<file path="src/rtl/mask_cvt_seq_pkg.sv">
// Shared types and helpers for the masked arithmetic/boolean share converter.
// Holds the FSM state enum, mode encodings and chunk-count helpers.
package mask_cvt_seq_pkg;

    typedef enum logic [2:0] {
        IDLE  = 3'd0,
        MASK0 = 3'd1,
        MASK1 = 3'd2,
        ADD   = 3'd3,
        DONE  = 3'd4
    } state_e;

    localparam logic MODE_A2B = 1'b0;
    localparam logic MODE_B2A = 1'b1;

    function automatic int calc_n(input int xlen, input int chunk);
        return xlen / chunk;
    endfunction

    function automatic int calc_cnt_w(input int xlen, input int chunk);
        return (calc_n(xlen, chunk) > 1) ? $clog2(calc_n(xlen, chunk)) : 1;
    endfunction

endpackage

</file>
<file path="src/rtl/mask_cvt_seq_if.sv">
// Request/response bundle between the execute stage (master) and the share converter (slave).
interface mask_cvt_seq_if #(
    parameter int XLEN = 32
);
    // A transfer happens on a rising clock edge where valid && ready are both high;
    // once raised, valid and its payload stay stable until that edge; flush overrides both.
    logic            flush;
    logic            req_valid;
    logic            req_ready;
    logic            req_mode;
    logic [XLEN-1:0] req_s0;
    logic [XLEN-1:0] req_s1;
    logic [XLEN-1:0] rng;
    logic            rsp_valid;
    logic            rsp_ready;
    logic [XLEN-1:0] rsp_s0;
    logic [XLEN-1:0] rsp_s1;

    modport master (
        output flush, req_valid, req_mode, req_s0, req_s1, rng, rsp_ready,
        input  req_ready, rsp_valid, rsp_s0, rsp_s1
    );

    modport slave (
        input  flush, req_valid, req_mode, req_s0, req_s1, rng, rsp_ready,
        output req_ready, rsp_valid, rsp_s0, rsp_s1
    );

endinterface

</file>
<file path="src/rtl/mask_cvt_seq_isw_and.sv">
// Single-bit two-share ISW AND gadget refreshed by one random bit.
module mask_isw_and (
    input  logic a0,
    input  logic a1,
    input  logic b0,
    input  logic b1,
    input  logic r,
    output logic c0,
    output logic c1
);
    // The random bit is folded in before the cross terms so no partial sum exposes a secret.
    assign c0 = (a0 & b0) ^ r;
    assign c1 = (a1 & b1) ^ ((r ^ (a0 & b1)) ^ (a1 & b0));
endmodule

</file>
<file path="src/rtl/mask_cvt_seq.sv">
// Sequential A2B/B2A share converter: masked ripple adder over boolean shares, CHUNK bits/cycle.
// Optional MASK_CVT_ZEROISE_EN clears internal shares on completion/flush and gates idle outputs.
module mask_cvt_seq
    import mask_cvt_seq_pkg::*;
#(
    parameter int XLEN  = 32,
    parameter int CHUNK = 4
) (
    input  logic          g_clk,
    input  logic          g_resetn,
    mask_cvt_seq_if.slave bus,
    output state_e        dbg_state
);
    localparam int N  = calc_n(XLEN, CHUNK);
    localparam int CW = calc_cnt_w(XLEN, CHUNK);
    localparam logic [CW-1:0] CNT_LAST = CW'(N - 1);

    state_e          state_q, state_d;
    logic            mode_q, mode_d;
    logic [XLEN-1:0] x0_q, x0_d, x1_q, x1_d, y0_q, y0_d, y1_q, y1_d;
    logic [XLEN-1:0] r_q, r_d, s0_q, s0_d, s1_q, s1_d;
    logic            c0_q, c0_d, c1_q, c1_d;
    logic [CW-1:0]   cnt_q, cnt_d;

    logic [CHUNK-1:0] xc0, xc1, yc0, yc1, sum0, sum1;
    logic             cout0, cout1;
    logic [XLEN-1:0]  res0, res1;

    assign xc0 = x0_q[cnt_q*CHUNK +: CHUNK];
    assign xc1 = x1_q[cnt_q*CHUNK +: CHUNK];
    assign yc0 = y0_q[cnt_q*CHUNK +: CHUNK];
    assign yc1 = y1_q[cnt_q*CHUNK +: CHUNK];

    for (genvar i = 0; i < CHUNK; i++) begin : g_bit
        logic cin0, cin1, co0, co1, p0, p1, xy0, xy1, cp0, cp1;
        if (i == 0) begin : g_first
            assign cin0 = c0_q;
            assign cin1 = c1_q;
        end else begin : g_next
            assign cin0 = g_bit[i-1].co0;
            assign cin1 = g_bit[i-1].co1;
        end
        assign p0 = xc0[i] ^ yc0[i];
        assign p1 = xc1[i] ^ yc1[i];
        mask_isw_and u_xy (.a0(xc0[i]), .a1(xc1[i]), .b0(yc0[i]), .b1(yc1[i]),
                           .r(bus.rng[2*i]), .c0(xy0), .c1(xy1));
        mask_isw_and u_cp (.a0(cin0), .a1(cin1), .b0(p0), .b1(p1),
                           .r(bus.rng[2*i+1]), .c0(cp0), .c1(cp1));
        assign co0     = xy0 ^ cp0;
        assign co1     = xy1 ^ cp1;
        assign sum0[i] = p0 ^ cin0;
        assign sum1[i] = p1 ^ cin1;
    end
    assign cout0 = g_bit[CHUNK-1].co0;
    assign cout1 = g_bit[CHUNK-1].co1;

    always_comb begin
        state_d = state_q;
        mode_d  = mode_q;
        x0_d    = x0_q;
        x1_d    = x1_q;
        y0_d    = y0_q;
        y1_d    = y1_q;
        r_d     = r_q;
        s0_d    = s0_q;
        s1_d    = s1_q;
        c0_d    = c0_q;
        c1_d    = c1_q;
        cnt_d   = cnt_q;
        case (state_q)
            IDLE: begin
                if (bus.req_valid && !bus.flush) begin
                    mode_d  = bus.req_mode;
                    x0_d    = bus.req_s0;
                    y0_d    = bus.req_s1;
                    state_d = MASK0;
                end
            end
            MASK0: begin
                // B2A folds b1 into X so the adder's X operand is the full secret b0^b1.
                x0_d    = x0_q ^ bus.rng;
                x1_d    = (mode_q == MODE_B2A) ? (bus.rng ^ y0_q) : bus.rng;
                state_d = MASK1;
            end
            MASK1: begin
                if (mode_q == MODE_B2A) begin
                    r_d  = bus.rng;
                    y0_d = y0_q ^ ((~bus.rng) + XLEN'(1));
                    y1_d = y0_q;
                end else begin
                    y0_d = y0_q ^ bus.rng;
                    y1_d = bus.rng;
                end
                c0_d    = 1'b0;
                c1_d    = 1'b0;
                cnt_d   = '0;
                state_d = ADD;
            end
            ADD: begin
                s0_d[cnt_q*CHUNK +: CHUNK] = sum0;
                s1_d[cnt_q*CHUNK +: CHUNK] = sum1;
                c0_d  = cout0;
                c1_d  = cout1;
                cnt_d = cnt_q + CW'(1);
                if (cnt_q == CNT_LAST) state_d = DONE;
            end
            DONE: begin
                if (bus.rsp_ready) state_d = IDLE;
            end
            default: state_d = IDLE;
        endcase
        if (bus.flush) state_d = IDLE;
`ifdef MASK_CVT_ZEROISE_EN
        if (bus.flush || (state_q == DONE && bus.rsp_ready)) begin
            x0_d  = '0;
            x1_d  = '0;
            y0_d  = '0;
            y1_d  = '0;
            r_d   = '0;
            s0_d  = '0;
            s1_d  = '0;
            c0_d  = 1'b0;
            c1_d  = 1'b0;
            cnt_d = '0;
        end
`endif
    end

    always_ff @(posedge g_clk or negedge g_resetn) begin
        if (!g_resetn) begin
            state_q <= IDLE;
            mode_q  <= MODE_A2B;
            x0_q    <= '0;
            x1_q    <= '0;
            y0_q    <= '0;
            y1_q    <= '0;
            r_q     <= '0;
            s0_q    <= '0;
            s1_q    <= '0;
            c0_q    <= 1'b0;
            c1_q    <= 1'b0;
            cnt_q   <= '0;
        end else begin
            state_q <= state_d;
            mode_q  <= mode_d;
            x0_q    <= x0_d;
            x1_q    <= x1_d;
            y0_q    <= y0_d;
            y1_q    <= y1_d;
            r_q     <= r_d;
            s0_q    <= s0_d;
            s1_q    <= s1_d;
            c0_q    <= c0_d;
            c1_q    <= c1_d;
            cnt_q   <= cnt_d;
        end
    end

    // s1 is gated by mode so the two sum shares are only ever recombined for B2A (x - r).
    assign res0 = s0_q ^ (s1_q & {XLEN{mode_q == MODE_B2A}});
    assign res1 = (mode_q == MODE_B2A) ? r_q : s1_q;

    assign bus.req_ready = (state_q == IDLE);
    assign bus.rsp_valid = (state_q == DONE);
    assign dbg_state     = state_q;
`ifdef MASK_CVT_ZEROISE_EN
    assign bus.rsp_s0 = (state_q == DONE) ? res0 : '0;
    assign bus.rsp_s1 = (state_q == DONE) ? res1 : '0;
`else
    assign bus.rsp_s0 = res0;
    assign bus.rsp_s1 = res1;
`endif

endmodule

</file>
<file path="src/flat_wrapper.sv">
// flat-port wrapper written by rule: the top's interface ports become plain ports
module mask_cvt_seq_flat import mask_cvt_seq_pkg::*;
#(
    parameter int XLEN  = 32,
    parameter int CHUNK = 4
)
  (g_clk, g_resetn, dbg_state, bus_flush, bus_req_valid, bus_req_mode, bus_req_s0, bus_req_s1, bus_rng, bus_rsp_ready, bus_req_ready, bus_rsp_valid, bus_rsp_s0, bus_rsp_s1);
  mask_cvt_seq_if #(.XLEN(XLEN)) bus_i ();
  input  logic g_clk;
  input  logic g_resetn;
  output state_e dbg_state;
  input wire logic [$bits(bus_i.flush)-1:0] bus_flush;
  input wire logic [$bits(bus_i.req_valid)-1:0] bus_req_valid;
  input wire logic [$bits(bus_i.req_mode)-1:0] bus_req_mode;
  input wire logic [$bits(bus_i.req_s0)-1:0] bus_req_s0;
  input wire logic [$bits(bus_i.req_s1)-1:0] bus_req_s1;
  input wire logic [$bits(bus_i.rng)-1:0] bus_rng;
  input wire logic [$bits(bus_i.rsp_ready)-1:0] bus_rsp_ready;
  output wire logic [$bits(bus_i.req_ready)-1:0] bus_req_ready;
  output wire logic [$bits(bus_i.rsp_valid)-1:0] bus_rsp_valid;
  output wire logic [$bits(bus_i.rsp_s0)-1:0] bus_rsp_s0;
  output wire logic [$bits(bus_i.rsp_s1)-1:0] bus_rsp_s1;
  assign bus_i.flush = bus_flush;
  assign bus_i.req_valid = bus_req_valid;
  assign bus_i.req_mode = bus_req_mode;
  assign bus_i.req_s0 = bus_req_s0;
  assign bus_i.req_s1 = bus_req_s1;
  assign bus_i.rng = bus_rng;
  assign bus_i.rsp_ready = bus_rsp_ready;
  assign bus_req_ready = bus_i.req_ready;
  assign bus_rsp_valid = bus_i.rsp_valid;
  assign bus_rsp_s0 = bus_i.rsp_s0;
  assign bus_rsp_s1 = bus_i.rsp_s1;
  mask_cvt_seq #(.XLEN(XLEN), .CHUNK(CHUNK)) u_core (.g_clk(g_clk), .g_resetn(g_resetn), .bus(bus_i), .dbg_state(dbg_state));
endmodule
</file>
<file path="config.mk">
export PLATFORM = sky130hd
export DESIGN_NAME = mask_cvt_seq_flat
export DESIGN_NICKNAME = d
export VERILOG_FILES = /design/src/rtl/mask_cvt_seq_pkg.sv /design/src/rtl/mask_cvt_seq_if.sv /design/src/rtl/mask_cvt_seq_isw_and.sv /design/src/rtl/mask_cvt_seq.sv /design/src/flat_wrapper.sv
export SDC_FILE = /design/constraint.sdc
export NUM_CORES = 1
export LEC_CHECK = 0
export ABC_CLOCK_PERIOD_IN_PS = 14600
export BUFFER_PORTS_ARGS = -buffer_cell sky130_fd_sc_hd__buf_4
export CAP_MARGIN = 15
export CORE_MARGIN = 3
export CORE_UTILIZATION = 49
export DETAILED_ROUTE_END_ITERATION = 10
export HOLD_SLACK_MARGIN = 0.05
export PLACE_DENSITY = 0.8
export SLEW_MARGIN = 20
export SYNTH_ARGS = -nofsm -noshare
export SYNTH_HDL_FRONTEND = slang
export SYNTH_SLANG_ARGS = --single-unit
export TNS_END_PERCENT = 1
</file>
<file path="constraint.sdc">
create_clock -name g_clk -period 14.6 [get_ports g_clk]
set_clock_uncertainty 0.15 [all_clocks]
set_input_delay 0 -clock g_clk [delete_from_list [all_inputs] [get_ports g_clk]]
set_output_delay 0 -clock g_clk [all_outputs]
set_load 0.01 [all_outputs]
</file>
Yosys cells after proc, flatten, opt, wreduce, memory -nomap -nowiden
Index checks and enable logic that the tools add are counted.
{"block": "word_totals", "word_cells": 154, "latch_bits": 0, "register_bits": 233, "ram_bits": 0, "out_inout_bits": 69, "mem_bits_ro": 0, "in_bits": 102, "memories": 0}
{"block": "op_classes", "n_reduce_logical": 11, "mul": 0, "div": 0, "n_lt_le_gt_ge": 0, "addsub": 3, "muxes": 18, "n_eq_ne": 9, "n_bitwise": 94, "shifts": 7}
{"cell": "two-way mux 32 bit", "count": 6}
{"cell": "case mux 32 bit (2 select lines)", "count": 2}
{"cell": "variable part select 32 x 6 -> 4 bit", "count": 4}
{"cell": "XOR 32 bit", "count": 4}
{"cell": "variable part select 4 x 34 -> 32 bit", "count": 2}
{"cell": "bitwise mux 32 bit", "count": 2}
{"cell": "XOR 1 bit", "count": 56}
{"cell": "negator 5 -> 34 bit", "count": 1}
{"cell": "variable shift 4 x 34 -> 32 bit (first input constant)", "count": 1}
{"cell": "adder 32 x 1 -> 32 bit (second input constant)", "count": 1}
{"cell": "bitwise AND 1 bit", "count": 32}
{"cell": "bitwise AND 32 bit", "count": 1}
{"cell": "inverter 32 bit", "count": 1}
{"cell": "case mux 3 bit (5 select lines)", "count": 1}
{"cell": "two-way mux 3 bit", "count": 4}
{"cell": "AND reduction 2 bit", "count": 4}
{"cell": "== test 3 x 2 -> 1 bit (second input constant)", "count": 2}
{"cell": "== test 3 bit (second input constant)", "count": 2}
{"cell": "!= test 3 x 2 -> 1 bit (second input constant)", "count": 2}
{"cell": "case mux 3 bit (2 select lines)", "count": 1}
{"cell": "nonzero test 2 bit", "count": 3}
{"cell": "case mux 1 bit (2 select lines)", "count": 2}
{"cell": "adder 3 x 1 -> 3 bit (second input constant)", "count": 1}
{"cell": "== test 3 x 1 -> 1 bit (second input constant)", "count": 1}
{"cell": "other kinds (6)", "count": 6}

Depth between registers and ports, before layout
Gate-level depths: netlist of the first run.
{"block": "logic_depth", "word_depth": 20, "mapped_depth": 33, "ltp_nobuf": 31}

Hierarchy
From an unflattened synthesis of the first run, not the netlist that was laid out.
{"block": "unflattened", "cells_unflattened": 1447, "area_unflattened_um2": 13789.5}
{"module": "mask_cvt_seq", "cells_each": 1391, "area_per_inst_um2": 13218.9, "n_inst": 1, "seq_area_each_um2": 5830.6}
{"module": "mask_isw_and", "cells_each": 7, "area_per_inst_um2": 71.3, "n_inst": 8, "seq_area_each_um2": 0.0}

Least setup slack after synthesis of the first run
Ideal clock, no wire load.
{"block": "synth_path", "kind": "register to register", "startpoint": "reg u_core.cnt_q[1]", "endpoint": "reg u_core.c1_q", "arrival_ns": 6.145, "period_less_slack_ns": 6.364, "path_slack_ns": 8.236, "n_path_buf": 2, "stages_incl_launch_ff": 33, "setup_time_ns": 0.069, "required_time_ns": 14.381, "path_cell_list": "dfrtp_1 > buf_2 > buf_6 > mux4_2 > nor2_1 > a221oi_1 > ha_1 > ha_1 > xnor2_1 > xnor2_1 > xnor2_1 > xnor2_1 > xnor2_2 > ha_1 > xnor2_1 > xnor2_1 > xnor2_1 > xnor3_1 > and3_1 > or2_2 > ha_1 > xnor2_1 > xnor2_1 > xnor2_1 > xnor2_1 > xnor2_1 > ha_1 > xor2_1 > xnor2_1 > xnor2_1 > xnor2_1 > or3b_1 > nand3_1"}
{"block": "synth_between", "elab_chain_len": 20, "word_cells_on_any_way": 80, "cone_classes": "shift (4); mux (1); bitwise (75)"}
{"element": "from (decl)", "line": "mask_cvt_seq.sv:23", "source": "logic [CW-1:0] cnt_q, cnt_d;"}
{"element": "from (signal assigned)", "line": "mask_cvt_seq.sv:155", "source": "cnt_q <= cnt_d;"}
{"element": "variable part select 32 x 6 -> 4 bit, on equally long branches", "line": "mask_cvt_seq.sv:30, mask_cvt_seq.sv:32"}
{"element": "XOR 1 bit", "line": "mask_cvt_seq.sv:44", "source": "assign p1 = xc1[i] ^ yc1[i];"}
{"element": "bitwise AND 1 bit", "line": "mask_cvt_seq_isw_and.sv:13", "source": "assign c1 = (a1 & b1) ^ ((r ^ (a0 & b1)) ^ (a1 & b0));"}
{"element": "XOR 1 bit (3 in series)", "line": "mask_cvt_seq_isw_and.sv:13"}
{"element": "XOR 1 bit", "line": "mask_cvt_seq.sv:50", "source": "assign co1 = xy1 ^ cp1;"}
{"element": "bitwise AND 1 bit", "line": "mask_cvt_seq_isw_and.sv:13"}
{"element": "XOR 1 bit (2 in series)", "line": "mask_cvt_seq_isw_and.sv:13"}
{"element": "XOR 1 bit", "line": "mask_cvt_seq.sv:50"}
{"element": "bitwise AND 1 bit", "line": "mask_cvt_seq_isw_and.sv:13"}
{"element": "XOR 1 bit (2 in series)", "line": "mask_cvt_seq_isw_and.sv:13"}
{"element": "XOR 1 bit", "line": "mask_cvt_seq.sv:50"}
{"element": "bitwise AND 1 bit", "line": "mask_cvt_seq_isw_and.sv:13"}
{"element": "XOR 1 bit (2 in series)", "line": "mask_cvt_seq_isw_and.sv:13"}
{"element": "XOR 1 bit (*)", "line": "mask_cvt_seq.sv:50"}
{"element": "case mux 1 bit (2 select lines) (*)", "line": "mask_cvt_seq.sv:70", "source": "case (state_q)"}
{"element": "to (signal assigned)", "line": "mask_cvt_seq.sv:141", "source": "c1_q <= 1'b0;"}
{"element": "to (signal assigned)", "line": "mask_cvt_seq.sv:154", "source": "c1_q <= c1_d;"}
{"element": "to (decl)", "line": "mask_cvt_seq.sv:22", "source": "logic c0_q, c0_d, c1_q, c1_d;"}
Every way passes the cells marked *; elsewhere a longest branch is shown, timed or not.
A chain may end at the register's enable or synchronous reset.

Final worst setup path of the first run
Same ends and word-level chain as after synthesis.

==> results.cfg, run 1 <==
[status]
run_status = finished clean

[critical_path]
worst-path-stages = 30
r2r_start = u_core.cnt_q[1]$_DFFE_PN0N_
crit_top_cell = xnor2_1
reg2reg_depth = 30
reg2reg_slack_ns = 7.21
start_kind = flip-flop
setup.worst_path.start = u_core.cnt_q[1]$_DFFE_PN0N_
crit_slowest_cell = buf_4
worst-path-buf-inv = 1
r2r-end = u_core.c1_q$_DFFE_PN0N_
arrival_ns = 7.72
crit_required_ns = 14.93
cp-endpoint = u_core.c1_q$_DFFE_PN0N_
setup.worst_path.end_class = flip-flop
path_max_fanout = 40
cp_slowest_stage_delay_ns = 0.62
criticalPathCategory = flip-flop to flip-flop
crit_family = XOR/XNOR gates

[power_and_ir_drop]
p_clk_frac = 0.217
power_uw = 3270
p_sw_uw = 1250
powerDensity_nw_per_um2 = 183
ir_drop_mv = 0.157
combPwrFrac = 0.475
p_leak_uw = 0.00762
swShare = 0.381
internal_power_uw = 2020
p_seq_frac = 0.309

[clock_tree]
clockRootBuffer = clkbuf_16
clock_path_buffers = 3
post_cts_buffers = 0
htree_levels = 1
cts_num_sinks = 233
clock_latency_ns = 0.56
clk_pin_slew_ns = 0.06
cts_made_buffers = 26
tritoncts = built

[flow_run]
cap_viol_max_count = 0

[timing]
hold_viol = 0
worst_hold_slack_ns = 0.152
worst_slack_ns = 7.21
tns_ns = 0
max_freq_mhz = 135
relSlewSlack = 0.242
rsz0062_at_grt = no
fin_crit_ns = 7.39
slew_violations = 0
period_share = 0.506
setup_viol = 0
tightest_slew_ns = 1.14

[synthesis]
synth_top_area_share = 0.432
synth-edff-count = 0
ys_ff_latch = 233
yosysTopAreaCell = dfrtp_1
synth_flop_cell = dfrtp_1
ys_seq_area_frac = 0.432
synth_area_um2 = 13500
ys.warnings.count = 0
synthTopCellsByArea = dfrtp_1 43%, mux2_2 11%, xnor2_1 4.8%
synth.distinct_cells = 56
synth-async-reset-ratio = 1.00
synth.net_count = 1482
synthCells = 1359
avgSynthCellArea_um2 = 9.92

[hold_path]
min_path_cells = 3
hold_class = input port to flip-flop

[routing]
wl_per_cell_um = 22.3
ant_nets = 0
drt_iter0_drc = 1318
drc_errors = 0
drt_wl_total_mm = 45.3
viasPerCell = 6.07
first_pass_iters = 7
num_vias = 12316

[floorplan]
ioPinCount = 171
dieArea_um2 = 29500
rows = 60
die_h_um = 172
core_um2 = 27000
start_util = 0.499
fp.dieW_um = 172

[place]
dp_hpwl_mm = 27.3
pre_cts_ws_ns = 7.38
place_congestion = 0.955
dp.cells = 1770
portBuffers = 170

[grt]
grt_use_total = 0.301
grt_pass1_vias = 12430
grt_pass1_wl_mm = 69.3
antenna_found_initial = 1
overflow = 0
grt_max_degree = 109

[layout]
final_nets = 1790
area_growth_pct = 32.7
drive_above_1_share = 0.242
layout_common_cells = 231 x dfrtp_1, 209 x dlygate4sd3_1, 181 x buf_4
final_common_cell = dfrtp_1
stdcell_count = 2028
[worst reg2reg max path: cells and delay by family, from the launching register on]
kind | cells | cell delay [ns]
adders and majority gates | 4 | 1.01
muxes | 1 | 0.59
DFF | 1 | 0.55
and+or+nand+nor | 6 | 1.18
xor gates and xnor gates | 17 | 3.14
AOI/OAI and AO/OA | 1 | 0.08
buffers and inverters | 1 | 0.62
[how the worst min path moves through the flow]
stage / from / endpoint
3_5_place_dp: g_resetn / u_core.x0_q[14]$_DFFE_PN0P_
6_report: bus_req_s1[1] / u_core.y0_q[1]$_DFFE_PN0P_
4_1_cts: bus_req_s1[1] / u_core.y0_q[1]$_DFFE_PN0P_
3_3_place_gp: g_resetn / u_core.x0_q[14]$_DFFE_PN0P_
5_1_grt: bus_req_s1[1] / u_core.y0_q[1]$_DFFE_PN0P_
2_1_floorplan: g_resetn / u_core.c0_q$_DFFE_PN0N_
[cells by family after synthesis]
| family | count (synthesis) | synth area share |
|---|---|---|
| compound gates | 271 | 0.123 |
| simple gates | 387 | 0.130 |
| flops | 233 | 0.432 |
| buf+inv | 131 | 0.0405 |
| mux | 189 | 0.170 |
| fa+ha+maj | 21 | 0.0195 |
| xor+xnor | 127 | 0.0841 |
[sequential cells by signal, summed over array words and instances, names as in the netlist]
register	cells
u_core.cnt_q	3
u_core.dbg_state	3
u_core.c1_q	1
u_core.x1_q	32
u_core.s1_q	32
u_core.y1_q	32
u_core.s0_q	32
u_core.x0_q	32
u_core.y0_q	32
u_core.r_q	32
u_core.c0_q	1
u_core.mode_q	1
[Yosys cell counts (all sizes together) (2+ instances only)]
cell type,instances
mux4,19
and3,3
a221oi,10
nand3,64
nand2,145
or2,5
xor2,51
a21o,2
xnor2,75
nor2,95
or4,4
and2,18
nand2b,34
nor3,5
a22o,2
mux2i,36
clkbuf,86
o21ai,72
ha,21
o31ai,5
a21oi,115
o221a,21
nor4,2
or3,3
mux2,134
nand3b,2
nor2b,3
o41ai,6
inv,18
buf,26
dfrtp,233
a31oi,31
[what timing repair did]
item	in CTS	in global routing
hold buffers	210	0
gates resized for setup	0	0
hold endpoints to repair	267	0
[metrics by stage]
step	cell area (um2)	util
2_1_floorplan	13500	-
3_3_place_gp	14800	0.549
3_5_place_dp	14800	0.549
4_1_cts	17900	0.662
5_1_grt	17900	0.662
6_report	17900	0.662
[power by group through the flow]
stage / clock network, uW / logic [uW] / registers (uW)
5_1_grt: 739 / 1660 / 1020
3_3_place_gp: 0 / 1320 / 991
3_5_place_dp: 0 / 1360 / 1000
6_report: 709 / 1550 / 1010
4_1_cts: 712 / 1500 / 994
2_1_floorplan: 0 / 974 / 935
[area by class of cell]
| type | instances | area (um2) |
|---|---|---|
| Inverter | 19 | 71.3 |
| Clock buffer | 37 | 752 |
| Multi-Input combinational cell | 995 | 7130 |
| Timing Repair Buffer | 392 | 3490 |
| Clock inverter | 10 | 181 |
| Fill cell | 1940 | 9140 |
| Antenna cell | 1 | 2.50 |
| Sequential cell | 233 | 5840 |
| Tap cell | 341 | 427 |
[metal layers]
| layer | GRT usage | routed length (um) | vias to the layer above |
|---|---|---|---|
| li1 | - | - | 5377 |
| met1 | 0.391 | 17400 | 6069 |
| met2 | 0.502 | 21700 | 733 |
| met3 | 0.0530 | 4270 | 137 |
| met4 | 0.121 | 1890 | 0 |
| met5 | 0 | 0 | - |
(Power assumes the default switching activity.)
==> run 2: changes to the inputs <==
- ABC_CLOCK_PERIOD_IN_PS: 14600 -> 7400
- clock period: 14.6 -> 7.4 ns (I/O delays scaled with it)
==> run 2 against run 1 <==
  * Clock power increased by 93%
  * Worst hold slack worse by 0.0012 ns
  * Critical path type unchanged
  * Critical endpoint unchanged
  * Largest cell class unchanged
  * Sequential share of layout area about the same
==> results.cfg, run 2 (synthesized netlist as in run 1, its figures left out) <==
[floorplan]
ioPinCount = 171
start_util = 0.499
die_h_um = 172
core_um2 = 27000
rows = 60
fp.dieW_um = 172
dieArea_um2 = 29500

[grt]
overflow = 0
antenna_found_initial = 2
grt_pass1_wl_mm = 69.9
grt_use_total = 0.303
grt_pass1_vias = 12546
grt_max_degree = 109

[timing]
max_freq_mhz = 147
rsz0062_at_grt = no
fin_crit_ns = 6.80
period_share = 0.919
hold_viol = 0
worst_hold_slack_ns = 0.151
tns_ns = 0
relSlewSlack = 0.267
tightest_slew_ns = 1.10
setup_viol = 0
slew_violations = 0

[critical_path]
start_kind = flip-flop
crit_required_ns = 7.73
r2r_start = u_core.cnt_q[1]$_DFFE_PN0N_
crit_slowest_cell = mux4_2
cp_slowest_stage_delay_ns = 0.51
reg2reg_depth = 31
arrival_ns = 7.13
crit_top_cell = xnor2_1
path_max_fanout = 15
setup.worst_path.end_class = flip-flop
criticalPathCategory = flip-flop to flip-flop
r2r-end = u_core.c1_q$_DFFE_PN0N_
reg2reg_slack_ns = 0.60

[clock_tree]
htree_levels = 1
clock_path_buffers = 3
cts_num_sinks = 233
clock_latency_ns = 0.56
tritoncts = built
post_cts_buffers = 0
clk_pin_slew_ns = 0.06
cts_made_buffers = 26
clockRootBuffer = clkbuf_16

[hold_path]
hold_end = u_core.y0_q[1]$_DFFE_PN0P_
hold_class = input port to flip-flop
min_from = bus_req_s1[1]
min_path_cells = 3

[routing]
first_pass_iters = 5
drt_wl_total_mm = 45.5
ant_nets = 0
viasPerCell = 6.04
num_vias = 12261
wl_per_cell_um = 22.4
drc_errors = 0
drt_iter0_drc = 1302

[layout]
final_core_util = 0.661
area_growth_pct = 32.5
n_fill_cell = 1976
final_common_cell = dfrtp_1
final_nets = 1793
drive_above_1_share = 0.244
layout_common_cells = 231 x dfrtp_1, 206 x dlygate4sd3_1, 187 x buf_4

[place]
place_congestion = 0.900
dp_hpwl_mm = 27.5
portBuffers = 170

[power_and_ir_drop]
powerDensity_nw_per_um2 = 358
p_leak_uw = 0.00763
ir_drop_mv = 0.445

[status]
run_status = finished clean

[flow_run]
cap_viol_max_count = 0
==> run 2: changes by cell type in the layout (fill, tap and decap cells not counted) <==
cell / change
clkinv_2: +2
clkinv_4: -1
clkinvlp_4: -1
bufinv_16: -1
buf_4: +6
dlygate4sd3_1: -3
clkbuf_1: +1
nor2_1: +1
inv_8: +1
nor2_2: -1
clkbuf_8: -1
==> run 2: what timing repair did <==
item | in CTS | in global routing
hold endpoints to repair | 278 | 0
hold buffers | 207 | 0
gates resized for setup | 0 | 0
==> run 2: worst max-delay path, delay by kind of cell (launching register included) <==
kind | cells | cell delay, ns
xor+xnor | 18 | 3.18
flops | 1 | 0.44
fa+ha+maj | 5 | 1.08
buf+inv | 2 | 0.30
mux | 2 | 0.67
simple gates | 4 | 0.92
==> run 2: cell type report <==
cell class	count	area [um2]	area share
multi-input combinational	995	7120	0.399
clock inverter	10	156	0.00875
clock buffer	37	742	0.0415
timing repair buffer	395	3510	0.196
inverter	19	71.3	0.00399
antenna	1	2.50	0.000140
sequential	233	5840	0.327
tap	341	427	0.0239
==> run 2: worst max path at each step <==
stage / start / endpoint / slack, ns / cells past startpoint
6_report: u_core.cnt_q[1]$_DFFE_PN0N_ / u_core.c1_q$_DFFE_PN0N_ / 0.60 / 31
2_1_floorplan: u_core.cnt_q[1]$_DFFE_PN0N_ / u_core.c1_q$_DFFE_PN0N_ / 1.04 / 32
3_5_place_dp: u_core.cnt_q[1]$_DFFE_PN0N_ / u_core.c1_q$_DFFE_PN0N_ / 0.59 / 31
5_1_grt: u_core.cnt_q[1]$_DFFE_PN0N_ / u_core.c1_q$_DFFE_PN0N_ / 0.15 / 31
4_1_cts: u_core.cnt_q[1]$_DFFE_PN0N_ / u_core.c1_q$_DFFE_PN0N_ / 0.57 / 31
3_3_place_gp: u_core.cnt_q[1]$_DFFE_PN0N_ / u_core.c1_q$_DFFE_PN0N_ / 0.82 / 31
==> run 2: per-layer routing <==
layer / GRT usage / vias up / share of wire
met5: 0 / - / 0.00031
met4: 0.142 / 2 / 0.050
met3: 0.0617 / 153 / 0.085
met2: 0.494 / 668 / 0.48
met1: 0.390 / 6065 / 0.39
li1: - / 5373 / -
==> run 2: per-stage QoR <==
step                std cells  setup slack (ns)  area [um2]  power, uW
floorplan                1359              1.04       13500       3770
global placement         1776             0.822       14900       4580
detailed placement       1776             0.590       14900       4670
CTS                      2030             0.568       17900       6290
global route             2031             0.145       17900       6700
finish                   2031             0.600       17900       6390
==> run 2: power by group <==
part	total, uW	internal, uW	switching, uW	leakage (uW)
combinational	3040	1490	1550	0.00446
clock	1370	807	560	0.000443
sequential	1990	1650	337	0.00273
total	6390	3950	2440	0.00763
==> run 3: changes to the inputs <==
- BUFFER_PORTS_ARGS: -buffer_cell sky130_fd_sc_hd__buf_4 -> -buffer_cell sky130_fd_sc_hd__buf_2
- SKIP_CTS_REPAIR_TIMING: unset -> 1
==> run 3 against run 2 <==
  * Worst setup slack got worse by 0.062 ns
  * Clock-buffer cell count decreased by 5
  * Register-to-register slack got worse by 0.06 ns
  * Critical path type unchanged
  * Fmax decreased by 0.90%
  * The flow now finishes with violations (hold timing)
  * Design area decreased by 2.6%
  * Global-route usage decreased by 4.4 points
  * Critical endpoint unchanged
  * Combinational power decreased by 2%
  * Die area unchanged
  * Final cell count about the same
==> results.cfg, run 3 (synthesized netlist as in run 1, its figures left out) <==
[grt]
overflow = 0
grt_pass1_vias = 10533
grt_pass1_wl_mm = 59.7
grt_use_total = 0.259
grt_max_degree = 112
antenna_found_initial = 3

[layout]
drive_above_1_share = 0.246
stdcell_count = 2029
final_area_um2 = 17400
final_nets = 1788
n_fill_cell = 2033
area_growth_pct = 29.1
multi_input_area_um2 = 7120
register_area_um2 = 5840
final_common_cell = dfrtp_1
layout_common_cells = 231 x dfrtp_1, 203 x dlygate4sd3_1, 169 x buf_2

[clock_tree]
htree_levels = 1
cts_made_buffers = 25
cts_num_sinks = 233
clk_pin_slew_ns = 0.06
tritoncts = built
clockRootBuffer = clkbuf_16
clock_path_buffers = 3
clock_latency_ns = 0.56

[critical_path]
arrival_ns = 7.19
reg2reg_depth = 30
cp-endpoint = u_core.c1_q$_DFFE_PN0N_
crit_top_cell = xnor2_1
crit_slowest_cell = dfrtp_2
r2r_start = u_core.cnt_q[1]$_DFFE_PN0N_
setup.worst_path.end_class = flip-flop
r2r-end = u_core.c1_q$_DFFE_PN0N_
path_max_fanout = 17
crit_required_ns = 7.73
start_kind = flip-flop
reg2reg_slack_ns = 0.54
cp_slowest_stage_delay_ns = 0.59
setup.worst_path.start = u_core.cnt_q[1]$_DFFE_PN0N_
criticalPathCategory = flip-flop to flip-flop

[routing]
drt_iter0_drc = 1266
ant_nets = 0
drt_wl_total_mm = 45.6
first_pass_iters = 5
wl_per_cell_um = 22.5
num_vias = 12226
drc_errors = 0
viasPerCell = 6.03

[place]
dp.cells = 1776
placed_area_um2 = 14500
place_congestion = 0.898
portBuffers = 170
dp_hpwl_mm = 27.6

[power_and_ir_drop]
ir_drop_mv = 0.460
swShare = 0.385
combPwrFrac = 0.468
power_uw = 6350
p_leak_uw = 0.00749
powerDensity_nw_per_um2 = 365
p_clk_frac = 0.217
internal_power_uw = 3900
p_sw_uw = 2450
p_seq_frac = 0.315

[status]
run_status = finished, violations left
violations = hold timing

[floorplan]
die_h_um = 172
ioPinCount = 171
dieArea_um2 = 29500
start_util = 0.499
core_um2 = 27000
fp.dieW_um = 172
rows = 60

[timing]
period_share = 0.927
relSlewSlack = 0.260
max_freq_mhz = 146
slew_violations = 0
worst_hold_slack_ns = -0.0259
tightest_slew_ns = 1.11
fin_crit_ns = 6.86
rsz0062_at_grt = no
hold_viol = 14
tns_ns = 0
setup_viol = 0

[flow_run]
cap_viol_max_count = 0

[hold_path]
hold_class = input port to async pin
## run 3: cell types whose count changed in the layout (fill, tap and decap cells not counted), sizes merged
cell,previous run,this run
buf,189,188
inv,19,20
clkbuf,37,32
dlygate4sd3,206,203
clkinvlp,0,2
diode,1,4
bufinv,3,4
## run 3: critical path, delay by kind of cell (launching register included)
kind	cells	cell delay (ns)
adders and majority gates	5	1.17
and+or+nand+nor	5	0.98
DFF	1	0.59
AOI/OAI and AO/OA	1	0.38
muxes	1	0.40
xor gates and xnor gates	18	3.12
## run 3: how the worst min path moves through the flow
stage	slack, ns	to	cells after the start	from
5_1_grt	0.06	u_core.x0_q[7]$_DFFE_PN0P_	2	g_resetn
3_5_place_dp	-0.006	u_core.x0_q[7]$_DFFE_PN0P_	1	g_resetn
2_1_floorplan	-0.45	u_core.c0_q$_DFFE_PN0N_	0	g_resetn
4_1_cts	-0.57	u_core.x0_q[14]$_DFFE_PN0P_	1	g_resetn
6_report	-0.03	u_core.x0_q[7]$_DFFE_PN0P_	2	g_resetn
3_3_place_gp	-0.02	u_core.r_q[9]$_DFFE_PN0P_	1	g_resetn
## run 3: final cells by class
class,count,area share
multi-input cells,995,0.409
flip-flops and latches,233,0.335
repair buffers,391,0.175
clock buffers,32,0.0403
well taps,341,0.0245
clock inverters,14,0.0114
inverters,19,0.00410
diodes,4,0.000575
## run 3: layer usage
layer | routed length (um) | up-vias | global-route usage
met5 | 0 | - | 0
met4 | 2450 | 0 | 0.0788
met3 | 3630 | 170 | 0.0380
met2 | 21600 | 688 | 0.406
met1 | 17900 | 5986 | 0.375
li1 | - | 5382 | -
## run 3: stage by stage
step / hold WS (ns) / util / setup slack [ns]
4_1_cts: -0.574 / 0.568 / 0.543
3_3_place_gp: -0.0218 / 0.535 / 0.731
2_1_floorplan: -0.446 / - / 1.04
6_report: -0.0259 / 0.644 / 0.538
3_5_place_dp: -0.00634 / 0.535 / 0.570
5_1_grt: 0.0615 / 0.644 / 0.0521
## run 3: power groups by stage
stage               Combinational [uW]  Sequential, uW  Clock (uW)
floorplan                         1920            1850           0
global placement                  2530            1960           0
detailed placement                2630            1990           0
CTS                               2650            1970        1380
global route                      3190            2030        1440
finish                            2970            2000        1380
